==> config.mk <==
export PLATFORM = sky130hd
export DESIGN_NAME = handshake_loop_profiler
export DESIGN_NICKNAME = d
export VERILOG_FILES = /design/src/rtl/handshake_loop_profiler.sv
export SDC_FILE = /design/constraint.sdc
export NUM_CORES = 1
export LEC_CHECK = 0
export ABC_AREA = 1
export CORE_MARGIN = 2
export CORE_UTILIZATION = 55
export CTS_BUF_LIST = sky130_fd_sc_hd__clkbuf_4 sky130_fd_sc_hd__clkbuf_8 sky130_fd_sc_hd__clkbuf_16
export CTS_CLUSTER_DIAMETER = 50
export CTS_CLUSTER_SIZE = 10
export DETAILED_ROUTE_END_ITERATION = 7
export GPL_TIMING_DRIVEN = 1
export PLACE_DENSITY_LB_ADDON = 0.2
export RECOVER_POWER = 50
export REMOVE_ABC_BUFFERS = 1
export SYNTH_ARGS = -nofsm -noshare
export SYNTH_HDL_FRONTEND = slang
export SYNTH_SLANG_ARGS = --single-unit
==> constraint.sdc <==
create_clock -name clock -period 2.3 [get_ports clock]
set_clock_uncertainty 0.05 [all_clocks]
set_input_delay 0.23 -clock clock [delete_from_list [all_inputs] [get_ports clock]]
set_output_delay 0.23 -clock clock [all_outputs]
set_load 0.05 [all_outputs]
==> src/rtl/handshake_loop_profiler.sv <==
// Passive activity profiler for an HLS block handshake and one pipelined loop.
// Optional minimum-II tracking is compiled in with `define PROFILER_MIN_II_EN.
module handshake_loop_profiler #(
  parameter int STATE_W = 1,
  parameter int CNT_W   = 32
) (
  input  logic               clock,
  input  logic               reset,
  input  logic               finish,
  input  logic               ap_start,
  input  logic               ap_ready,
  input  logic               ap_done,
  input  logic               ap_continue,
  input  logic [STATE_W-1:0] cur_state,
  input  logic [STATE_W-1:0] iter_start_state,
  input  logic [STATE_W-1:0] iter_end_state,
  input  logic [STATE_W-1:0] quit_state,
  input  logic               iter_start_block,
  input  logic               iter_end_block,
  input  logic               quit_block,
  input  logic               iter_start_enable,
  input  logic               iter_end_enable,
  input  logic               quit_enable,
  input  logic               loop_start,
  input  logic               loop_ready,
  input  logic               loop_done,
  input  logic               loop_continue,
  input  logic               quit_at_end,
  output logic [1:0]         mod_state,
  output logic [CNT_W-1:0]   mod_start_cnt,
  output logic [CNT_W-1:0]   mod_done_cnt,
  output logic [CNT_W-1:0]   mod_busy_cycles,
  output logic [CNT_W-1:0]   mod_last_latency,
  output logic [CNT_W-1:0]   iter_start_cnt,
  output logic [CNT_W-1:0]   iter_end_cnt,
  output logic [CNT_W-1:0]   loop_inv_cnt,
  output logic [CNT_W-1:0]   loop_last_cycles,
  output logic [CNT_W-1:0]   min_ii
);

  typedef enum logic [1:0] {
    S_IDLE   = 2'd0,
    S_BUSY   = 2'd1,
    S_WAIT   = 2'd2,
    S_FROZEN = 2'd3
  } state_t;

  localparam logic [CNT_W-1:0] ONE = {{(CNT_W-1){1'b0}}, 1'b1};

  function automatic logic [CNT_W-1:0] sat_inc(input logic [CNT_W-1:0] v);
    return (&v) ? v : v + ONE;
  endfunction

  state_t           state, state_next;
  logic             accept_start, run_done, in_busy, freeze;
  logic [CNT_W-1:0] timer;

  // Handshake ready signals are observed only; they never steer the profiler.
  logic unused_inputs;
  assign unused_inputs = ap_ready ^ loop_ready;

  always_ff @(posedge clock) begin
    if (reset) state <= S_IDLE;
    else       state <= state_next;
  end

  always_comb begin
    state_next = state;
    if (finish) begin
      state_next = S_FROZEN;
    end else begin
      case (state)
        S_IDLE:  if (ap_start) state_next = S_BUSY;
        S_BUSY:  if (ap_done) state_next = ap_continue ? (ap_start ? S_BUSY : S_IDLE) : S_WAIT;
        S_WAIT:  if (ap_continue) state_next = S_IDLE;
        default: state_next = S_FROZEN;
      endcase
    end
  end

  // The accepting cycle itself counts as the first busy cycle of a run.
  always_comb begin
    mod_state    = state;
    accept_start = 1'b0;
    run_done     = 1'b0;
    in_busy      = 1'b0;
    if (!finish) begin
      case (state)
        S_IDLE: accept_start = ap_start;
        S_BUSY: begin
          in_busy      = 1'b1;
          run_done     = ap_done;
          accept_start = ap_done & ap_continue & ap_start;
        end
        default: ;
      endcase
    end
  end

  assign freeze = finish | (state == S_FROZEN);

  always_ff @(posedge clock) begin
    if (reset) begin
      mod_start_cnt    <= '0;
      mod_done_cnt     <= '0;
      mod_busy_cycles  <= '0;
      mod_last_latency <= '0;
      timer            <= '0;
    end else begin
      if (accept_start) mod_start_cnt <= sat_inc(mod_start_cnt);
      if (run_done) begin
        mod_done_cnt     <= sat_inc(mod_done_cnt);
        mod_last_latency <= sat_inc(timer);
      end
      if (accept_start | in_busy) mod_busy_cycles <= sat_inc(mod_busy_cycles);
      if (accept_start)  timer <= ONE;
      else if (in_busy)  timer <= sat_inc(timer);
    end
  end

  logic             start_ev, end_ev, quit_raw, quit_ev, end_total;
  logic             begin_inv, in_inv, loop_active, loop_hold;
  logic [CNT_W-1:0] loop_timer;

  assign start_ev  = ~freeze & (cur_state == iter_start_state) & ~iter_start_block & iter_start_enable;
  assign end_ev    = ~freeze & (cur_state == iter_end_state) & ~iter_end_block & iter_end_enable;
  assign quit_raw  = ~freeze & (cur_state == quit_state) & ~quit_block & quit_enable & loop_done;
  // After a quit, a new invocation waits for loop_continue in a later cycle.
  assign begin_inv = ~freeze & ~loop_active & loop_start & (~loop_hold | loop_continue);
  assign in_inv    = loop_active | begin_inv;
  assign quit_ev   = quit_raw & in_inv;
  assign end_total = end_ev | (quit_ev & quit_at_end);

  always_ff @(posedge clock) begin
    if (reset) begin
      iter_start_cnt   <= '0;
      iter_end_cnt     <= '0;
      loop_inv_cnt     <= '0;
      loop_last_cycles <= '0;
      loop_timer       <= '0;
      loop_active      <= 1'b0;
      loop_hold        <= 1'b0;
    end else begin
      if (start_ev)  iter_start_cnt <= sat_inc(iter_start_cnt);
      if (end_total) iter_end_cnt   <= sat_inc(iter_end_cnt);
      if (!freeze && loop_continue) loop_hold <= 1'b0;
      if (quit_ev) begin
        loop_active      <= 1'b0;
        loop_hold        <= 1'b1;
        loop_inv_cnt     <= sat_inc(loop_inv_cnt);
        loop_last_cycles <= begin_inv ? ONE : sat_inc(loop_timer);
      end else if (begin_inv) begin
        loop_active <= 1'b1;
        loop_hold   <= 1'b0;
        loop_timer  <= ONE;
      end else if (loop_active && !freeze) begin
        loop_timer <= sat_inc(loop_timer);
      end
    end
  end

`ifdef PROFILER_MIN_II_EN
  logic [CNT_W-1:0] gap_cnt, min_ii_q;
  logic             have_prev, prev_valid;

  // A start in the invocation's first cycle has no predecessor to measure from.
  assign prev_valid = have_prev & ~begin_inv;

  always_ff @(posedge clock) begin
    if (reset) begin
      gap_cnt   <= '0;
      min_ii_q  <= '0;
      have_prev <= 1'b0;
    end else if (!freeze) begin
      if (begin_inv) have_prev <= 1'b0;
      if (in_inv && start_ev) begin
        if (prev_valid && (min_ii_q == '0 || gap_cnt < min_ii_q)) min_ii_q <= gap_cnt;
        gap_cnt   <= ONE;
        have_prev <= 1'b1;
      end else begin
        gap_cnt <= sat_inc(gap_cnt);
      end
    end
  end

  assign min_ii = min_ii_q;
`else
  assign min_ii = '0;
`endif

endmodule

Word-level counts from Yosys, hierarchy flattened
Index checks and enable logic that the tools add are counted.
Widths: inputs -> output; s select.
{ "op_classes": {"n_eq_ne": 9, "n_addsub": 8, "bitwise": 35, "muxes": 23, "reduce_logical": 25} }
{ "op_table": {"columns": ["cell", "n"], "rows": [
  ["$add 32x1->32 const B", 8],
  ["$reduce_and 32->1", 8],
  ["$mux 32", 5],
  ["$and 1x1->1", 17],
  ["$reduce_and 2->1", 7],
  ["$not 1->1", 13],
  ["$mux 1", 11],
  ["$mux 2", 5],
  ["$ne 3x3->1 const B", 3],
  ["$pmux 2 s3", 1],
  ["$or 1x1->1", 5],
  ["$eq 2x2->1 const B", 2],
  ["$reduce_bool 2->1", 2],
  ["$reduce_or 2->1", 2],
  ["$eq 1x1->1", 3],
  ["$reduce_and 3->1", 1],
  ["$reduce_bool 3->1", 1],
  ["$eq 2x1->1 const B", 1],
  ["$logic_and 1x1->1", 2],
  ["$logic_not 2->1", 1],
  ["$pmux 1 s2", 1],
  ["$logic_not 1->1", 1]
]} }
{ "totals": {"register_bits": 324, "in_bits": 22, "word_cells": 114, "output_inout_bits": 290} }

Logic depth before layout (Yosys ltp)
{ "depth": {"word_depth": 11, "mapped_depth": 12, "ltp_nobuf": 12} }

Worst setup path before layout
OpenSTA, ideal clock, no wires.
{ "synth_path": {"path_type": "register to register", "from": "register mod_start_cnt[1]", "to": "register mod_start_cnt[9]", "arrival_ns": 2.003, "period_less_slack_ns": 2.197, "setup_ns": 0.143, "path_slack_ns": 0.103, "required_ns": 2.107, "n_path_buf": 1, "path_stages_with_launch": 12, "cell_sequence": "dfxtp_1 ha_1 nand3_2 nor2_4 nand2_4 nor2_8 nand2_4 nand2_8 inv_4 buf_6 nand2_1 a21oi_2"} }
{ "synth_between": {"elab_chain_cells": 3, "elab_cells_between_ends": 4, "cone_classes": "add/sub: 1; bitwise: 1; reduce/logical: 2"} }
{ "synth_rtl": {"columns": ["element", "line", "text"], "rows": [
  ["start, declared", "30", "output logic [CNT_W-1:0] mod_start_cnt,"],
  ["start signal, assigned", "110", "if (accept_start) mod_start_cnt <= sat_inc(mod_start_cnt);"],
  ["parallel branches: the longest is 3 deep, another holds $add 32x1->32", null, null]
]} }
Several ways; the timed one is not identified.
A chain may end at the register's enable or synchronous reset.

Worst setup path after layout
{ "layout_path": {"from": "register mod_start_cnt[23]", "to": "output mod_start_cnt[23]"} }
No word-level cell between the ends.

==> results.cfg <==
[status]
status = finished, final reports clean

[worst_hold_path]
hold_start = ap_start
hold_depth = 4
hold_end = mod_state[0]
hp-class = input port to flip-flop

[final_layout]
final_util_pct = 69.28
syn2layout_area_growth_pct = 23.94
final_cell_area_mm2 = 0.02399
seqCellArea_mm2 = 0.006486
drive_above_1_share_pct = 5.910
fillers = 3106
multi_input_area_mm2 = 0.01129
nets = 3461
layout.cells.non_filler = 3908

[worst_setup_path]
rr_worst_depth = 9
reg2reg_to = iter_end_cnt[24]
end_kind = primary output
slowest_stage = clkdlybuf4s50_1
worstPathMaxFanout = 6
crit_family = buffers and inverters
r2r_start = mod_state[1]
critPathKind = flip-flop to primary output
cp_slowest_stage_delay_ns = 0.87
path_buf_inv = 1
worst-r2r-setup-slack_ns = 0.13
cp_cell_sequence = clkdlybuf4s50_1
crit_cells = 1
crit_arrival_ns = 1.96
startpoint_type = flip-flop
worstPathRequired_ns = 2.02

[yosys]
synthFlopType = dfxtp_1
yosysWarnings = 0
avgSynthCellArea_um2 = 6.165
syn-cell-area_mm2 = 0.01936
syn_inst = 3140
seq_area_frac_synth_pct = 33.51
synth_edf_count = 0
async_reset_ff_share_pct = 0
ys_ff_latch = 324
synth_cell_types = 42

[cts]
numCtsBuffers = 45
cts_tree = built
clock_path_buffers = 3
clock_latency_ns = 0.58
path_clk_slew_ns = 0.05
htree_levels = 2
post_cts_buffers = 0
cts_sinks = 324
cts_root_buffer = clkbuf_16

[die]
rows = 68
dieArea_mm2 = 0.03671
fp.coreArea_mm2 = 0.03463
die_w_um = 191.6
io_pins = 312
die_h_um = 191.6
initial_utilization_pct = 55.90

[grt]
antenna_found_initial = 3
grt_pass1_wl_um = 92630
grt_max_degree = 100
grt_pass1_vias = 19076
grt-ovfl-total = 0
grt_usage_pct = 30.74

[route]
drt_first_pass_iters = 5
route.antenna.remaining_nets = 0
vias = 20841
wirelength_um = 57380
dr.first_iter.drc_count = 1540
vias_per_cell = 5.333
avgRoutedWirePerCell_um = 14.68
drc = 0

[sta]
report.final.slew_viol_count = 0
relSlewSlack_pct = 57.61
hold_viol = 0
clock.fmax_mhz = 445.9
hold_slack_ns = 0.4000
min_period_ns = 2.243
setup_viol = 0
fin_crit_sh_pct = 97.51
tightest_slew_ns = 0.6338

[placed_design]
place_inst = 3838
numPortBuffers = 277
hpwl_um = 42490
placed_area_mm2 = 0.02269
gp_congestion = 0.9887

[power_and_ir_drop]
worst_ir_drop_vdd_mv = 0.6304
power_uw = 13880
p_per_area_mw_per_mm2 = 578.6
power.leakage_uw = 0.009218

[flow_run]
drv_cap = 0
==> synthesized netlist by cell type (26+ instances only) <==
| library cell | instances | area [um^2] |
|---|---|---|
| clkbuf_1 | 52 | 195.2 |
| a21oi_1 | 209 | 1046 |
| nand2_1 | 1073 | 4028 |
| xnor2_1 | 26 | 227.7 |
| nand2_2 | 30 | 187.7 |
| buf_4 | 39 | 292.8 |
| dfxtp_1 | 324 | 6486 |
| nand3_1 | 172 | 860.8 |
| nand3b_1 | 67 | 503.0 |
| inv_1 | 209 | 784.5 |
| nor2_1 | 527 | 1978 |
| xor2_1 | 56 | 490.5 |
| o21ai_0 | 155 | 775.7 |
==> worst register-to-register path, delay by kind of cell (launching register included) <==
kind | cells | cell delay, ns
compound gates | 2 | 0.34
flops | 1 | 0.54
simple gates | 5 | 0.86
buf+inv | 2 | 0.32
==> registers in the layout (all words and copies together), names as in the netlist <==
register,cells
iter_end_cnt,32
loop_timer,32
timer,32
loop_inv_cnt,32
loop_active,1
loop_hold,1
mod_done_cnt,32
mod_last_latency,32
mod_busy_cycles,32
loop_last_cycles,32
mod_start_cnt,32
iter_start_cnt,32
mod_state,2
==> metrics by stage <==
step | TNS [ns] | setup WS, ns
detailed placement | 0 | 0.002693
finish | 0 | 0.05735
global route | -0.003864 | -0.003030
floorplan | -72.69 | -0.7957
CTS | 0 | 0.03701
global placement | 0 | 0.05839
==> kinds of logic (layout without fill, tap and decap cells) <==
group,Yosys count,in the layout,synth area share [%]
buffers and inverters,352,633,8.422
AND/OR/NAND/NOR,1949,1949,42.03
other,1,33,0.01937
XOR/XNOR,82,82,3.710
flip-flops,324,324,33.51
AO/OA/AOI/OAI,424,424,11.79
adder cells (fa/ha/maj),8,8,0.5171
==> layout make-up <==
type	instances	share of cell area (%)
clock inverter	16	0.7614
antenna	1	0.01043
clock buffer	52	5.085
sequential	324	27.04
timing repair buffer	346	14.22
multi-input combinational	2495	47.05
inverter	219	3.468
tap	455	2.373
==> layout by cell type, fill, tap and decap left out, types with 67 or more instances in the layout <==
| cell type | count |
|---|---|
| inv_1 | 210 |
| dfxtp_1 | 324 |
| clkdlybuf4s50_1 | 178 |
| nand3_1 | 173 |
| o21ai_0 | 157 |
| a21oi_1 | 223 |
| nor2_1 | 529 |
| nand3b_1 | 67 |
| nand2_1 | 1079 |
| dlygate4sd3_1 | 98 |
==> worst max path at each step <==
stage                           start  slack, ns           endpoint
global route          mod_done_cnt[0]     -0.003   mod_done_cnt[10]
finish              mod_start_cnt[23]       0.06  mod_start_cnt[23]
CTS                 mod_start_cnt[23]       0.04  mod_start_cnt[23]
global placement               finish       0.06   iter_end_cnt[19]
floorplan                       reset      -0.80          timer[14]
detailed placement             finish      0.003    iter_end_cnt[4]
==> power breakdown <==
part	internal [uW]	switching, uW	total (uW)
Sequential	5770	159	5930
Clock	4090	2590	6690
Combinational	368	900	1270
Total	10200	3650	13900
==> per-layer routing <==
| layer | vias up | wire, um | track usage [%] |
|---|---|---|---|
| met3 | 119 | 4682 | 5.810 |
| met2 | 761 | 25700 | 49.51 |
| met4 | 4 | 1771 | 10.71 |
| met1 | 9460 | 25190 | 41.18 |
| li1 | 10497 | - | - |
| met5 | - | 30 | 0 |
==> what timing repair did <==
action | in CTS | in global routing
hold endpoints to repair | 14 | 0
endpoints found under the setup margin | 0 | 23
resized for setup | 0 | 6
hold buffers | 1 | 0
(Power assumes the default switching activity.)
